**src/rtl/uart_pkg.sv**
```systemverilog
// Shared definitions for the UART transceiver: parity modes, FSM state
// encodings and the frame-length helper.
package uart_pkg;

  localparam int unsigned PAR_NONE = 0;
  localparam int unsigned PAR_EVEN = 1;
  localparam int unsigned PAR_ODD  = 2;

  typedef enum logic [2:0] {
    TX_IDLE, TX_START, TX_DATA, TX_PARITY, TX_STOP
  } tx_state_t;

  typedef enum logic [2:0] {
    RX_IDLE, RX_START, RX_DATA, RX_PARITY, RX_STOP, RX_BREAK
  } rx_state_t;

  function automatic int unsigned bits_per_frame(input int unsigned data_bits,
                                                 input int unsigned parity,
                                                 input int unsigned stop_bits);
    return 1 + data_bits + ((parity != PAR_NONE) ? 1 : 0) + stop_bits;
  endfunction

endpackage

```
**src/rtl/uart_rx_fifo.sv**
```systemverilog
// First-word-fall-through receive FIFO; a push into a full FIFO is accepted
// when a pop happens in the same cycle.
module uart_rx_fifo #(
  parameter int unsigned WIDTH = 10,
  parameter int unsigned DEPTH = 4
) (
  input  logic             clk,
  input  logic             reset,
  input  logic             push,
  input  logic [WIDTH-1:0] push_data,
  input  logic             pop,
  output logic [WIDTH-1:0] pop_data,
  output logic             empty,
  output logic             full
);

  localparam int unsigned AW = $clog2(DEPTH);

  logic [WIDTH-1:0] mem [DEPTH];
  logic [AW:0]      wr_ptr;
  logic [AW:0]      rd_ptr;
  logic             wr_en;
  logic             rd_en;

  assign empty    = (wr_ptr == rd_ptr);
  assign full     = (wr_ptr[AW] != rd_ptr[AW]) && (wr_ptr[AW-1:0] == rd_ptr[AW-1:0]);
  assign rd_en    = pop && !empty;
  assign wr_en    = push && (!full || rd_en);
  assign pop_data = mem[rd_ptr[AW-1:0]];

  always_ff @(posedge clk) begin
    if (reset) begin
      wr_ptr <= '0;
      rd_ptr <= '0;
    end else begin
      if (wr_en) wr_ptr <= wr_ptr + 1'b1;
      if (rd_en) rd_ptr <= rd_ptr + 1'b1;
    end
  end

  always_ff @(posedge clk) begin
    if (wr_en) mem[wr_ptr[AW-1:0]] <= push_data;
  end

endmodule

```
**src/rtl/uart_transceiver.sv**
```systemverilog
// Full-duplex UART with configurable character format and valid/ready handshakes.
// Define UART_RX_FIFO_EN to buffer received characters in an RX_FIFO_DEPTH FIFO.
module uart_transceiver
  import uart_pkg::*;
#(
  parameter int unsigned CLK_DIV       = 1302,
  parameter int unsigned DATA_BITS     = 7,
  parameter int unsigned PARITY        = 1,
  parameter int unsigned STOP_BITS     = 1,
  parameter int unsigned RX_FIFO_DEPTH = 4
) (
  input  logic       clk,
  input  logic       reset,
  input  logic [7:0] tx_data,
  input  logic       tx_valid,
  output logic       tx_ready,
  output logic       tx,
  input  logic       rx,
  output logic [7:0] rx_data,
  output logic       rx_valid,
  input  logic       rx_ready,
  output logic       parity_error,
  output logic       framing_error,
  output logic       overrun_error
);

  localparam int unsigned CW        = $clog2(STOP_BITS * CLK_DIV + 1);
  localparam logic [CW-1:0] BIT_LOAD  = CW'(CLK_DIV - 1);
  localparam logic [CW-1:0] HALF_LOAD = CW'(CLK_DIV / 2 - 1);
  localparam logic [CW-1:0] STOP_LOAD = CW'(STOP_BITS * CLK_DIV);
  localparam logic [2:0]    LAST_BIT  = 3'(DATA_BITS - 1);
  localparam logic [7:0]    DATA_MASK = 8'((1 << DATA_BITS) - 1);
  localparam logic          ODD       = (PARITY == PAR_ODD);
  localparam bit            HAS_PAR   = (PARITY != PAR_NONE);

  if (CLK_DIV < 4) begin : g_bad_clk_div
    $error("uart_transceiver: CLK_DIV must be at least 4");
  end
  if (DATA_BITS < 5 || DATA_BITS > 8) begin : g_bad_data_bits
    $error("uart_transceiver: DATA_BITS must be 5..8");
  end
  if (RX_FIFO_DEPTH < 2 || (RX_FIFO_DEPTH & (RX_FIFO_DEPTH - 1)) != 0) begin : g_bad_depth
    $error("uart_transceiver: RX_FIFO_DEPTH must be a power of 2, at least 2");
  end

  tx_state_t     tx_state;
  logic [CW-1:0] tx_cnt;
  logic [2:0]    tx_bit;
  logic [7:0]    tx_shift;
  logic          tx_par;

  assign tx_ready = (tx_state == TX_IDLE);

  // STOP loads CLK_DIV*STOP_BITS rather than minus one: the extra cycle is the
  // guaranteed idle-high gap before the next frame can be accepted.
  always_ff @(posedge clk) begin
    if (reset) begin
      tx_state <= TX_IDLE;
      tx       <= 1'b1;
      tx_cnt   <= '0;
      tx_bit   <= '0;
      tx_shift <= '0;
      tx_par   <= 1'b0;
    end else if (tx_state != TX_IDLE && tx_cnt != '0) begin
      tx_cnt <= tx_cnt - 1'b1;
    end else begin
      case (tx_state)
        TX_IDLE: if (tx_valid) begin
          tx_shift <= tx_data & DATA_MASK;
          tx_par   <= ^(tx_data & DATA_MASK) ^ ODD;
          tx       <= 1'b0;
          tx_cnt   <= BIT_LOAD;
          tx_state <= TX_START;
        end
        TX_START: begin
          tx       <= tx_shift[0];
          tx_bit   <= '0;
          tx_cnt   <= BIT_LOAD;
          tx_state <= TX_DATA;
        end
        TX_DATA: begin
          if (tx_bit == LAST_BIT) begin
            if (HAS_PAR) begin
              tx       <= tx_par;
              tx_cnt   <= BIT_LOAD;
              tx_state <= TX_PARITY;
            end else begin
              tx       <= 1'b1;
              tx_cnt   <= STOP_LOAD;
              tx_state <= TX_STOP;
            end
          end else begin
            tx       <= tx_shift[1];
            tx_shift <= tx_shift >> 1;
            tx_bit   <= tx_bit + 1'b1;
            tx_cnt   <= BIT_LOAD;
          end
        end
        TX_PARITY: begin
          tx       <= 1'b1;
          tx_cnt   <= STOP_LOAD;
          tx_state <= TX_STOP;
        end
        default: tx_state <= TX_IDLE;
      endcase
    end
  end

  logic          rx_m;
  logic          rx_s;
  rx_state_t     rx_state;
  logic [CW-1:0] rx_cnt;
  logic [2:0]    rx_bit;
  logic [7:0]    rx_shift;
  logic          rx_perr;
  logic          rx_done;
  logic [9:0]    rx_char;

  always_ff @(posedge clk) begin
    if (reset) begin
      rx_m <= 1'b1;
      rx_s <= 1'b1;
    end else begin
      rx_m <= rx;
      rx_s <= rx_m;
    end
  end

  assign rx_done = (rx_state == RX_STOP) && (rx_cnt == '0);
  assign rx_char = {~rx_s, rx_perr, rx_shift};

  always_ff @(posedge clk) begin
    if (reset) begin
      rx_state <= RX_IDLE;
      rx_cnt   <= '0;
      rx_bit   <= '0;
      rx_shift <= '0;
      rx_perr  <= 1'b0;
    end else if (rx_state != RX_IDLE && rx_state != RX_BREAK && rx_cnt != '0) begin
      rx_cnt <= rx_cnt - 1'b1;
    end else begin
      case (rx_state)
        RX_IDLE: if (!rx_s) begin
          rx_cnt   <= HALF_LOAD;
          rx_state <= RX_START;
        end
        RX_START: begin
          if (rx_s) begin
            rx_state <= RX_IDLE;
          end else begin
            rx_shift <= '0;
            rx_perr  <= 1'b0;
            rx_bit   <= '0;
            rx_cnt   <= BIT_LOAD;
            rx_state <= RX_DATA;
          end
        end
        RX_DATA: begin
          rx_shift[rx_bit] <= rx_s;
          rx_cnt           <= BIT_LOAD;
          if (rx_bit == LAST_BIT) rx_state <= HAS_PAR ? RX_PARITY : RX_STOP;
          else                    rx_bit   <= rx_bit + 1'b1;
        end
        RX_PARITY: begin
          rx_perr  <= rx_s ^ (^rx_shift) ^ ODD;
          rx_cnt   <= BIT_LOAD;
          rx_state <= RX_STOP;
        end
        RX_STOP:  rx_state <= rx_s ? RX_IDLE : RX_BREAK;
        RX_BREAK: if (rx_s) rx_state <= RX_IDLE;
        default:  rx_state <= RX_IDLE;
      endcase
    end
  end

  logic [9:0] out_word;
  logic       ovr;

`ifdef UART_RX_FIFO_EN
  logic [9:0] fifo_out;
  logic       fifo_empty;
  logic       fifo_full;

  uart_rx_fifo #(.WIDTH(10), .DEPTH(RX_FIFO_DEPTH)) u_rx_fifo (
    .clk       (clk),
    .reset     (reset),
    .push      (rx_done),
    .push_data (rx_char),
    .pop       (rx_valid && rx_ready),
    .pop_data  (fifo_out),
    .empty     (fifo_empty),
    .full      (fifo_full)
  );

  assign rx_valid = !fifo_empty;
  assign out_word = fifo_empty ? '0 : fifo_out;

  always_ff @(posedge clk) begin
    if (reset) ovr <= 1'b0;
    else       ovr <= rx_done && fifo_full && !rx_ready;
  end
`else
  logic [9:0] hold;
  logic       hold_valid;

  assign rx_valid = hold_valid;
  assign out_word = hold;

  always_ff @(posedge clk) begin
    if (reset) begin
      hold       <= '0;
      hold_valid <= 1'b0;
      ovr        <= 1'b0;
    end else begin
      ovr <= 1'b0;
      if (rx_done && (!hold_valid || rx_ready)) begin
        hold       <= rx_char;
        hold_valid <= 1'b1;
      end else begin
        if (rx_done)                hold_valid <= hold_valid;
        if (rx_done)                ovr        <= 1'b1;
        if (hold_valid && rx_ready) hold_valid <= 1'b0;
      end
    end
  end
`endif

  assign rx_data       = out_word[7:0];
  assign parity_error  = out_word[8];
  assign framing_error = out_word[9];
  assign overrun_error = ovr;

endmodule

```
**config.mk**
```make
export PLATFORM = sky130hd
export DESIGN_NAME = uart_transceiver
export DESIGN_NICKNAME = d
export VERILOG_FILES = /design/src/rtl/uart_pkg.sv /design/src/rtl/uart_rx_fifo.sv /design/src/rtl/uart_transceiver.sv
export SDC_FILE = /design/constraint.sdc
export NUM_CORES = 1
export LEC_CHECK = 0
export CAP_MARGIN = 20
export CORE_UTILIZATION = 53
export DETAILED_ROUTE_END_ITERATION = 8
export PLACE_DENSITY = 0.76
export SETUP_SLACK_MARGIN = 0.5
export SLEW_MARGIN = 20
export SYNTH_ARGS = -nofsm -noshare
export SYNTH_HDL_FRONTEND = slang
export SYNTH_HIERARCHICAL = 1
export SYNTH_SLANG_ARGS = --single-unit
```
**constraint.sdc**
```tcl
create_clock -name clk -period 2 [get_ports clk]
set_input_delay 0.3 -clock clk [delete_from_list [all_inputs] [get_ports clk]]
set_output_delay 0.3 -clock clk [all_outputs]
set_load 0.005 [all_outputs]
```
==> metrics.yaml <==
synthesis:
  async_flop_share_pct: 0
  synthFlopType: "dfxtp_1"
  yosysSeqAreaShare_pct: 37.3
  synth_compound_area_share_pct: 21.5
  synthMuxAreaShare_pct: 3.14
  yosys.area_share.simple_pct: 25.5
  synth_top_family_by_area: "simple AND/OR/NAND/NOR gates"
  synth-edff-count: 0
  syn_nets: 428
  synth_area_sq_mm: 0.00354
  synth_adder_area_share_pct: 2.47
  synth_xor_area_share_pct: 5.93
  synthTopCellsByArea: "dfxtp_1 37%, a21oi_1 5.4%, nand2_1 4.2%"
  synth.distinct_cells: 64
  synth_top_cell_by_area: "dfxtp_1"
  ys_ff_latch: 66
  synth.avg_cell_area_sq_um: 8.68
  synth_warnings: 6
  synth_common_cells: "66 x dfxtp_1, 40 x nand2_1, 38 x a21oi_1"
  yosysTopAreaCellShare_pct: 37.3
  yosysMostFrequentCell: "dfxtp_1"
  netlist_instances: 408
place:
  dp_hpwl_um: 5840
  dpl_cell_area_sq_mm: 0.00421
  gp_congestion: 0.858
  port_buffers: 25
flow_run:
  drv_cap: 0
setup_path:
  arrival_ns: 2.17
  rrSetupSlack_ns: 0.11
  critPathLaunchType: "flip-flop"
  cp_data_required_time_ns: 2.28
  timing.rr.end: "rx_bit[2]"
  ff2ff_path_depth: 7
  worstReg2RegStart: "rx_cnt[0]"
  startpoint: "rx_cnt[0]"
  crit_fanout: 3
  end_kind: "flip-flop"
  setup.worst_path.end: "rx_bit[2]"
  critical_path_class: "reg2reg"
final_layout:
  diodes: 0
  final.fill_count: 357
  final_nets: 529
  multi_input_area_sq_mm: 0.00261
  regArea_sq_mm: 0.00135
  drive_gt1_share_pct: 42.6
  design_area_sq_mm: 0.00529
  syn_to_final_growth_pct: 49.4
floorplan:
  fp.dieH_um: 83.8
  io_pins: 27
  die_area_sq_mm: 0.00701
  rows: 29
  fp.coreArea_sq_mm: 0.00639
  die_w_um: 83.8
  start_util_pct: 55.5
clock_tree:
  cts_tree: "done"
  htreeDepth: 3
  clk_pin_slew_worst_paths_ns: 0.07
  cts_made_buffers: 9
  insertion_delay_ns: 0.34
  root_buffer: "clkbuf_8"
  clkSinkCount: 66
  clock_path_buffers: 2
drt:
  vias: 3709
  ant_nets: 0
  drtIter0Drc: 462
  drt_first_pass_iters: 5
  viasPerCell: 6.28
  wl_per_cell_um: 19.1
  drc: 0
  wl_um: 11300
timing:
  hold_viol_final: 0
  worst-slew-pin-transition_ns: 0.550
  slew_headroom_pct: 63.0
  fin_crit_sh_pct: 94.7
  max_freq_mhz: 528
  fin_crit_ns: 1.89
  skew_ns: 0.00695
  rsz0062_at_grt: "true"
  maxSlewViolCount: 0
  setup_viol: 0
global_route:
  grt_usage_pct: 29.4
  antenna_found_initial: 0
  grt_pass1_vias: 3456
  grt_max_degree: 28
  grt_pass1_wl_um: 16400
  grt-ovfl-total: 0
pwr:
  p_leak_uw: 0.00209
  power-per-cell-area_mw_per_mm2: 1200
  ir_drop_uv: 1160
  power.total_uw: 6360
min_path:
  hp-class: "in2reg"
status:
  status: "complete, no violations"
## state kept, by name (all words and copies together) (netlist names), 3 cells and up
register	cells
rx_cnt	11
tx_bit	3
tx_state	3
tx_cnt	11
tx_shift	7
hold	10
rx_state	3
rx_shift	8
rx_bit	3
## how the worst min path moves through the flow
stage	startpoint	to	slack, ns	depth (start not counted)
floorplan	rx_m	rx_s	0.39	1
global placement	rx_m	rx_s	0.42	1
detailed placement	rx_m	rx_s	0.42	1
CTS	reset	rx_bit[1]	0.33	2
global route	reset	rx_bit[0]	0.39	2
finish	reset	rx_bit[0]	0.37	2
## kinds of logic (layout without fill, tap and decap cells)
logic type | after synthesis | count (layout)
DFF | 66 | 66
muxes | 11 | 11
adders and majority gates | 7 | 7
AOI/OAI and AO/OA | 108 | 108
and+or+nand+nor | 160 | 162
buffers and inverters | 32 | 136
xor gates and xnor gates | 24 | 24
## placed cells by master (no fill, tap or decap), types with 5 or more instances in the layout
master,netlist,routed
xnor2_1,13,13
clkdlybuf4s50_1,0,16
a21oi_1,38,27
nand2_2,0,9
buf_4,3,55
buf_6,1,27
clkbuf_8,0,10
nand2_1,40,28
a32o_1,7,7
o21ai_1,0,8
nor2_1,29,21
a21oi_2,0,10
nand3_1,12,7
nor3_1,18,13
dfxtp_1,66,50
nor2_4,0,7
a31oi_1,6,5
ha_1,7,5
nor3_2,4,5
a211oi_2,3,8
xor2_1,11,11
nor2b_1,9,8
inv_1,10,6
dlymetal6s2s_1,0,8
dfxtp_4,0,5
o21ai_2,0,6
nand4_1,7,7
dfxtp_2,0,11
mux2i_1,10,10
## worst max-delay path: stages (launching register included)
cell,delay [ns]
dfxtp_2,0.33
inv_2,0.08
ha_4,0.13
nor3b_4,0.24
and3_4,0.30
o211ai_4,0.10
or4_1,0.51
a21oi_1,0.14
## through the flow
stage	worst slack, ns	setup TNS, ns	hold slack [ns]	instances	util (%)
after global placement	-0.00516	-0.00516	0.423	526	66.0
after detailed placement	-0.0620	-0.100	0.420	526	66.0
after global routing	0.0235	0	0.387	591	82.9
final	0.105	0	0.366	591	82.9
after CTS	0.186	0	0.329	576	77.0
after floorplan	0.142	0	0.389	408	-
## per-layer routing
layer	vias up	track usage, %	part of all wire [%]
met4	0	14.0	5.3
met5	-	0	0
li1	1698	-	-
met2	178	50.7	50
met1	1769	35.1	39
met3	64	5.54	5.7
## timing repair
| item | CTS | global route |
|---|---|---|
| setup endpoints to repair | 64 | 76 |
| buffers inserted | 32 | 15 |
| gates cloned | 2 | 0 |
| hold buffers | 0 | 0 |
| pin swaps | 67 | 55 |
| gates resized for setup | 78 | 73 |
## area by class of cell
cell class / count / share of cell area [%]
tap: 77 / 1.82
multi-input combinational: 312 / 49.3
sequential: 66 / 25.6
timing repair buffer: 109 / 19.2
clock buffer: 11 / 2.67
inverter: 11 / 0.828
clock inverter: 5 / 0.568
## where the power goes
| part | total [uW] | switching, uW | internal, uW |
|---|---|---|---|
| sequential | 1820 | 281 | 1540 |
| combinational | 3520 | 1730 | 1790 |
| clock | 1020 | 538 | 478 |
| total | 6360 | 2550 | 3810 |
(Power assumes the default switching activity.)
